--- src/rtl/integer_unit.sv ---
// Integer execution unit: evaluates one IU instruction across all warp lanes in one cycle
// and holds results in a 2-entry output FIFO toward the writeback arbiter.
module integer_unit #(
  parameter int unsigned WarpWidth    = 4,
  parameter int unsigned RegWidth     = 32,
  parameter int unsigned NumWarps     = 8,
  parameter int unsigned RegIdxWidth  = 8,
  parameter int unsigned BlockIdWidth = 8,
  localparam int unsigned WidWidth    = (NumWarps > 1) ? $clog2(NumWarps) : 1,
  localparam int unsigned ImmWidth    = 2 * RegIdxWidth
) (
  input  logic                            clk_i,
  input  logic                            rst_ni,
  input  logic                            opc_valid_i,
  output logic                            opc_ready_o,
  input  logic [5:0]                      opc_inst_i,
  input  logic [WarpWidth-1:0]            opc_act_mask_i,
  input  logic [WidWidth-1:0]             opc_warp_id_i,
  input  logic [BlockIdWidth-1:0]         opc_block_id_i,
  input  logic [RegWidth-1:0]             opc_dp_addr_i,
  input  logic [RegIdxWidth-1:0]          opc_dst_i,
  input  logic [ImmWidth-1:0]             opc_imm_i,
  input  logic [WarpWidth*RegWidth-1:0]   opc_a_i,
  input  logic [WarpWidth*RegWidth-1:0]   opc_b_i,
  output logic                            eu_valid_o,
  input  logic                            eu_ready_i,
  output logic [WarpWidth-1:0]            eu_act_mask_o,
  output logic [WidWidth-1:0]             eu_warp_id_o,
  output logic [RegIdxWidth-1:0]          eu_dst_o,
  output logic [WarpWidth*RegWidth-1:0]   eu_data_o,
  output logic                            err_illegal_o
);

  localparam int unsigned ShWidth    = $clog2(RegWidth);
  localparam int unsigned DataWidth  = WarpWidth * RegWidth;
  localparam int unsigned EntryWidth = WarpWidth + WidWidth + RegIdxWidth + DataWidth;

  localparam logic [5:0] IU_TID  = 6'd0;
  localparam logic [5:0] IU_WID  = 6'd1;
  localparam logic [5:0] IU_BID  = 6'd2;
  localparam logic [5:0] IU_TBID = 6'd3;
  localparam logic [5:0] IU_DPA  = 6'd4;
  localparam logic [5:0] IU_ADD  = 6'd5;
  localparam logic [5:0] IU_SUB  = 6'd6;
  localparam logic [5:0] IU_AND  = 6'd7;
  localparam logic [5:0] IU_OR   = 6'd8;
  localparam logic [5:0] IU_XOR  = 6'd9;
  localparam logic [5:0] IU_SLL  = 6'd10;
  localparam logic [5:0] IU_LDI  = 6'd11;
  localparam logic [5:0] IU_ADDI = 6'd12;
  localparam logic [5:0] IU_SUBI = 6'd13;
  localparam logic [5:0] IU_SLLI = 6'd14;

  // Handshake: a transfer happens on a rising edge where valid && ready; once valid is
  // raised the payload is held until that edge. opc_ready_o depends only on registered count.
  logic                  push, pop, illegal;
  logic [DataWidth-1:0]  lane_res;
  logic [RegWidth-1:0]   imm_ext;

  assign imm_ext = RegWidth'(opc_imm_i);
  assign illegal = (opc_inst_i > IU_SLLI);

  for (genvar gi = 0; gi < WarpWidth; gi++) begin : g_lane
    localparam logic [RegWidth-1:0] LaneIdx = RegWidth'(gi);
    logic [RegWidth-1:0] a, b, r;

    assign a = opc_a_i[gi*RegWidth +: RegWidth];
    assign b = opc_b_i[gi*RegWidth +: RegWidth];

    always_comb begin
      r = '0;
      case (opc_inst_i)
        IU_TID:  r = LaneIdx;
        IU_WID:  r = RegWidth'(opc_warp_id_i);
        IU_BID:  r = RegWidth'(opc_block_id_i);
        IU_TBID: r = RegWidth'(opc_block_id_i) * RegWidth'(WarpWidth) + LaneIdx;
        IU_DPA:  r = opc_dp_addr_i;
        IU_ADD:  r = a + b;
        IU_SUB:  r = a - b;
        IU_AND:  r = a & b;
        IU_OR:   r = a | b;
        IU_XOR:  r = a ^ b;
        IU_SLL:  r = a << b[ShWidth-1:0];
        IU_LDI:  r = imm_ext;
        IU_ADDI: r = a + imm_ext;
        IU_SUBI: r = a - imm_ext;
        IU_SLLI: r = a << imm_ext[ShWidth-1:0];
        default: r = '0;
      endcase
    end

    assign lane_res[gi*RegWidth +: RegWidth] = opc_act_mask_i[gi] ? r : '0;
  end

  logic [EntryWidth-1:0] mem_q [2];
  logic [EntryWidth-1:0] mem_d [2];
  logic                  wr_ptr_q, wr_ptr_d, rd_ptr_q, rd_ptr_d;
  logic [1:0]            count_q, count_d;
  logic                  err_q, err_d;
  logic [EntryWidth-1:0] head;

  assign opc_ready_o = (count_q != 2'd2);
  assign eu_valid_o  = (count_q != 2'd0);
  assign push        = opc_valid_i && opc_ready_o;
  assign pop         = eu_valid_o && eu_ready_i;

  always_comb begin
    mem_d    = mem_q;
    wr_ptr_d = wr_ptr_q;
    rd_ptr_d = rd_ptr_q;
    count_d  = count_q;
    err_d    = err_q | (push & illegal);
    if (push) begin
      mem_d[wr_ptr_q] = {opc_act_mask_i, opc_warp_id_i, opc_dst_i, lane_res};
      wr_ptr_d        = ~wr_ptr_q;
    end
    if (pop) rd_ptr_d = ~rd_ptr_q;
    case ({push, pop})
      2'b10:   count_d = count_q + 2'd1;
      2'b01:   count_d = count_q - 2'd1;
      default: count_d = count_q;
    endcase
  end

  always_ff @(posedge clk_i or negedge rst_ni) begin
    if (!rst_ni) begin
      mem_q[0] <= '0;
      mem_q[1] <= '0;
      wr_ptr_q <= 1'b0;
      rd_ptr_q <= 1'b0;
      count_q  <= 2'd0;
      err_q    <= 1'b0;
    end else begin
      mem_q    <= mem_d;
      wr_ptr_q <= wr_ptr_d;
      rd_ptr_q <= rd_ptr_d;
      count_q  <= count_d;
      err_q    <= err_d;
    end
  end

  // Outputs read as zero whenever nothing is buffered, so stale slots never leak.
  assign head = eu_valid_o ? mem_q[rd_ptr_q] : '0;
  assign {eu_act_mask_o, eu_warp_id_o, eu_dst_o, eu_data_o} = head;
  assign err_illegal_o = err_q;

endmodule

--- config.mk ---
export PLATFORM = sky130hd
export DESIGN_NAME = integer_unit
export DESIGN_NICKNAME = d
export VERILOG_FILES = /design/src/rtl/integer_unit.sv
export SDC_FILE = /design/constraint.sdc
export NUM_CORES = 2
export LEC_CHECK = 0
export CORE_MARGIN = 3
export CORE_UTILIZATION = 58
export DETAILED_ROUTE_END_ITERATION = 10
export PLACE_DENSITY = 0.83
export SLEW_MARGIN = 20
export SYNTH_ARGS = -nofsm -noshare
export SYNTH_HDL_FRONTEND = slang
export SYNTH_SLANG_ARGS = --single-unit
--- constraint.sdc ---
create_clock -name clk_i -period 2.8 [get_ports clk_i]
set_input_delay 0.84 -clock clk_i [delete_from_list [all_inputs] [get_ports clk_i]]
set_output_delay 0.84 -clock clk_i [all_outputs]
set_load 0.01 [all_outputs]
==> run summary, run 1 <==
CTS Root Buffer Type - clkbuf_16
sequential area share after synthesis - 19.0%
Mean Syn Cell Area - 7.40 um2
Post-synth ARST share - 100%
Synth Register Bits - 291
Placed Instances - 7847
largest net degree at the start of global routing - 82
Mapped Nets - 5907
gr usage total - 103%
Last stage - global routing
Err - [ERROR GRT-0116] Global routing finished with congestion. Check the congestion regions in the DRC Viewer.
Core Rows - 93
Final GP Congestion - 1.32
vias in the first global route - 80000
Syn Inst Count - 5179
post-DP HPWL - 183000 um
mapped cell area - 0.0383 mm2
Ys Warns - 0
CTS HTree Levels - 1
total clock sinks - 291
outcome - did not finish
Main synth FF type - dfrtp_1
Die Wd - 263 um
EDFF count, synth - 0
library cells used by synthesis - 92
I/O Buffers - 482
Area after DPL - 0.0572 mm2
first-pass GRT wire length - 555000 um
Die Height - 263 um
IO Count - 483
Inserted Clock Buffers - 28
clock buffer depth - 3
total grt overflow - 4705
starting density of the core - 59.0%
-- cells in the mapped netlist (all sizes together), types with 58 or more instances --
cell type / number / share of area (%)
xnor2: 68 / 1.6
mux2: 58 / 1.7
a21oi: 382 / 5.1
nor3: 107 / 1.5
nand3: 104 / 1.4
clkbuf: 228 / 2.2
ha: 387 / 13
a31oi: 109 / 1.8
o21ai: 396 / 5.2
nand2: 697 / 6.8
o211ai: 73 / 1.4
a211oi: 60 / 1.2
a221oi: 77 / 1.8
inv: 291 / 2.9
a22oi: 85 / 1.7
mux2i: 378 / 9.9
dfrtp: 291 / 19
buf: 107 / 1.4
a21o: 81 / 1.6
nor2: 510 / 5.0
-- repair_timing --
| item | in CTS |
|---|---|
| setup buffers | 135 |
| resized for setup | 663 |
| gates cloned | 1 |
| pin swaps | 326 |
| setup endpoints to repair | 401 |
| hold buffers | 0 |
-- routing by layer --
| metal | track usage, % | overflow |
|---|---|---|
| met5 | 82.7 | 39 |
| met4 | 111 | 1221 |
| met3 | 93.3 | 340 |
| met2 | 118 | 2785 |
| met1 | 95.5 | 320 |
-- metrics by stage --
step | setup WS (ns) | setup TNS [ns] | utilization, % | hold WS [ns]
after CTS | -2.32 | -476.73 | 95.0 | 0.184
after floorplan | -2.40 | -368.94 | - | 0.445
after global placement | -3.05 | -615.33 | 88.0 | 0.456
after detailed placement | -3.32 | -678.73 | 88.0 | 0.461
-- cells by family after synthesis --
kind of cell / count (synthesis) / share of synthesized area (%)
AO/OA/AOI/OAI: 1657 / 28.3
XOR/XNOR: 114 / 2.61
adder cells (fa/ha/maj): 391 / 12.9
buffers and inverters: 626 / 6.47
flip-flops: 291 / 19.0
multiplexers: 441 / 11.9
AND/OR/NAND/NOR: 1659 / 18.8
==> inputs of run 2 (changes only) <==
Settings changed: CORE_UTILIZATION 58 to 40, PLACE_DENSITY 0.83 to not set, PLACE_DENSITY_LB_ADDON set to 0.15.
==> run 2 against run 1 <==
Compared with the run above: the flow now finishes, with violations (setup timing); synthesized cell count stayed put; area after synthesis stayed put.
==> run summary, run 2 <==
Wirelength per Cell - 27.2 um
Via density - 6.10
final wirelength - 233000 um
area of the multi-input gates - 0.0319 mm2
RSZ-0062 raised after global routing - true
DRC violations left - 0
DR iter-0 viols - 6878
first-pass GRT wire length - 331000 um
most common cell in the netlist - nand2_1
CTS HTree Levels - 1
commonest non-fill, non-tap cells in the layout - buf_4 (1745), nand2_1 (670), nor2_1 (470)
cell area power density - 373 mW/mm2
CORE AREA - 0.0942 mm2
DP Worst Slack - -3.35 ns
critical path's largest stage delay - 0.55 ns
initial antenna violation count - 26
antenna violation net count after detailed routing - 0
starting density of the core - 40.7%
CTS Root Buffer Type - clkbuf_16
FILL cells - 8000
EDFF count, synth - 0
mapped cell area - 0.0383 mm2
peak supply drop - 0.616 mV
largest net degree at the start of global routing - 82
top-area cell type share of the netlist area - 19.0%
clock skew - 0.00899 ns
cell taking the most area after synthesis - dfrtp_1
Crit Path Category - input port to register
I/O Buffers - 482
failing checks - setup timing
CP max stage cell - or4_4
r2r setup slk - 0.56 ns
Core Rows - 112
vias in the first global route - 49400
worst-path cell chain - buf_8 -> or4_4 -> nor2_4 -> nand2_1 -> nor2_2 -> nand2_2 -> nor4_4 -> ha_1 -> nor2b_4 -> a211oi_4 -> buf_4 -> a31oi_1 -> o21ai_1 -> ha_1 -> a21o_1 -> a21o_1 -> a211o_1 -> nand4_1 -> o211ai_1 -> or2_1 -> a221o_1 -> a31o_1 -> a211oi_2 -> o21ai_1
share of layout cells above drive strength 1 - 35.6%
IO Count - 483
fin area - 0.0638 mm2
CP Capture Type - register
Max Fclk - 201 MHz
Largest Register - mem_q
Placed Instances - 8374
worst-path maximum fanout - 3
Rel. slew slack - 14.1%
Ys Warns - 0
commonest non-fill, non-tap cell in the layout - buf_4
Worst Tran Pin Value - 1.29 ns
HP Class - input port to async pin
leak pwr - 30.8 nW
Final min period - 4.98 ns
Syn Inst Count - 5179
P&R area growth vs syn - 66.6%
sequential area share after synthesis - 19.0%
vias - 52300
final setup violation count - 400
clock transition at the registers of the reported paths - 0.06 ns
FF/Latch Area - 0.00729 mm2
gr usage total - 44.6%
outcome - complete, but fails checks
max_cap viols - 0
Fin. Hold Viols - 0
total grt overflow - 0
Largest register FFs - 286
CP required - 3.26 ns
die area - 0.0995 mm2
post-DP HPWL - 192000 um
Final GP Congestion - 1.10
nets@finish - 8014
clock latency on the worst-skew pair - 0.59 ns
Main synth FF type - dfrtp_1
CTS tree - built
Worst Setup Start Kind - input port
Final Worst Setup Slack - -2.18 ns
cts hold-fix bufs - 0
Inserted Clock Buffers - 30
clock buffer depth - 3
critical path arrival - 5.45 ns
Die Wd - 315 um
Mean Syn Cell Area - 7.40 um2
Post-synth ARST share - 100%
Die Height - 315 um
Slew Limit Fails - 0
most frequent cells after synthesis - nand2_1 (695), nor2_1 (510), ha_1 (387), o21ai_0 (379), mux2i_1 (378)
Regs by FF count - mem_q x286, count_q x2
post-route insts no fill - 8584
library cells used by synthesis - 92
Area after DPL - 0.0586 mm2
Synth Register Bits - 291
Final Cycle Share - 178%
total clock sinks - 291
Mapped Nets - 5907
main area contributors after synthesis - dfrtp_1 (19%), ha_1 (13%), mux2i_1 (9.9%)
drt first pass iters - 6
-- run 2: worst max-delay path: cells and delay by family --
kind            cells  cell delay [ns]
compound gates     11             2.17
simple gates        9             1.62
fa+ha+maj           2             0.53
buf+inv             2             0.26
-- run 2: layout make-up --
type / instances / area share [%]
Tap cell: 1254 / 2.46
Clock buffer: 41 / 1.32
Multi-Input combinational cell: 4262 / 50.0
Sequential cell: 291 / 11.4
Antenna cell: 22 / 0.0863
Timing Repair Buffer: 2410 / 32.7
Inverter: 291 / 1.77
Clock inverter: 13 / 0.296
-- run 2: where the power goes --
group          switching, W  internal, W
Combinational       0.00795      0.00663
Clock               0.00175      0.00247
Sequential         0.000299      0.00471
-- run 2: timing repair --
| item | 4_1_cts | 5_1_grt |
|---|---|---|
| gates cloned | 0 | 0 |
| gates resized for setup | 505 | 295 |
| endpoints found under the hold margin | 0 | 0 |
| buffers inserted | 109 | 54 |
| endpoints found under the setup margin | 400 | 401 |
| pin swaps | 287 | 252 |
-- run 2: cells by family after synthesis --
group,Yosys count,synth area share [%]
DFF,291,19.0
muxes,441,11.9
adders and majority gates,391,12.9
xor gates and xnor gates,114,2.61
and+or+nand+nor,1659,18.8
AOI/OAI and AO/OA,1657,28.3
buffers and inverters,626,6.47
-- run 2: final timing paths --
check,from,end,cells past startpoint
hold reg to reg,mem_q[32],mem_q[32],2
hold / removal,rst_ni,mem_q[258],1
setup reg to reg,count_q[0],mem_q[151],8
max in group asynchronous,rst_ni,mem_q[46],2
setup / recovery,opc_imm_i[2],mem_q[30],24
min in group clk_i,mem_q[32],mem_q[32],2
-- run 2: per-stage QoR --
stage	total power (W)	hold slack (ns)	utilization (%)	setup TNS, ns
floorplan	0.0112	0.445	-	-368.94
global route	0.0247	0.278	67.7	-489.57
finish	0.0238	0.225	67.8	-455.88
CTS	0.0230	0.270	66.1	-446.96
global placement	0.0180	0.457	62.2	-659.95
detailed placement	0.0181	0.462	62.2	-671.45
-- run 2: layer usage --
layer	global-route usage, %	routed length, um	up-vias
li1	-	-	23200
met4	21.6	14400	14
met2	65.3	95400	3469
met5	0	91	-
met1	60.4	94600	25000
met3	12.2	28800	636
(Power assumes the default switching activity.)
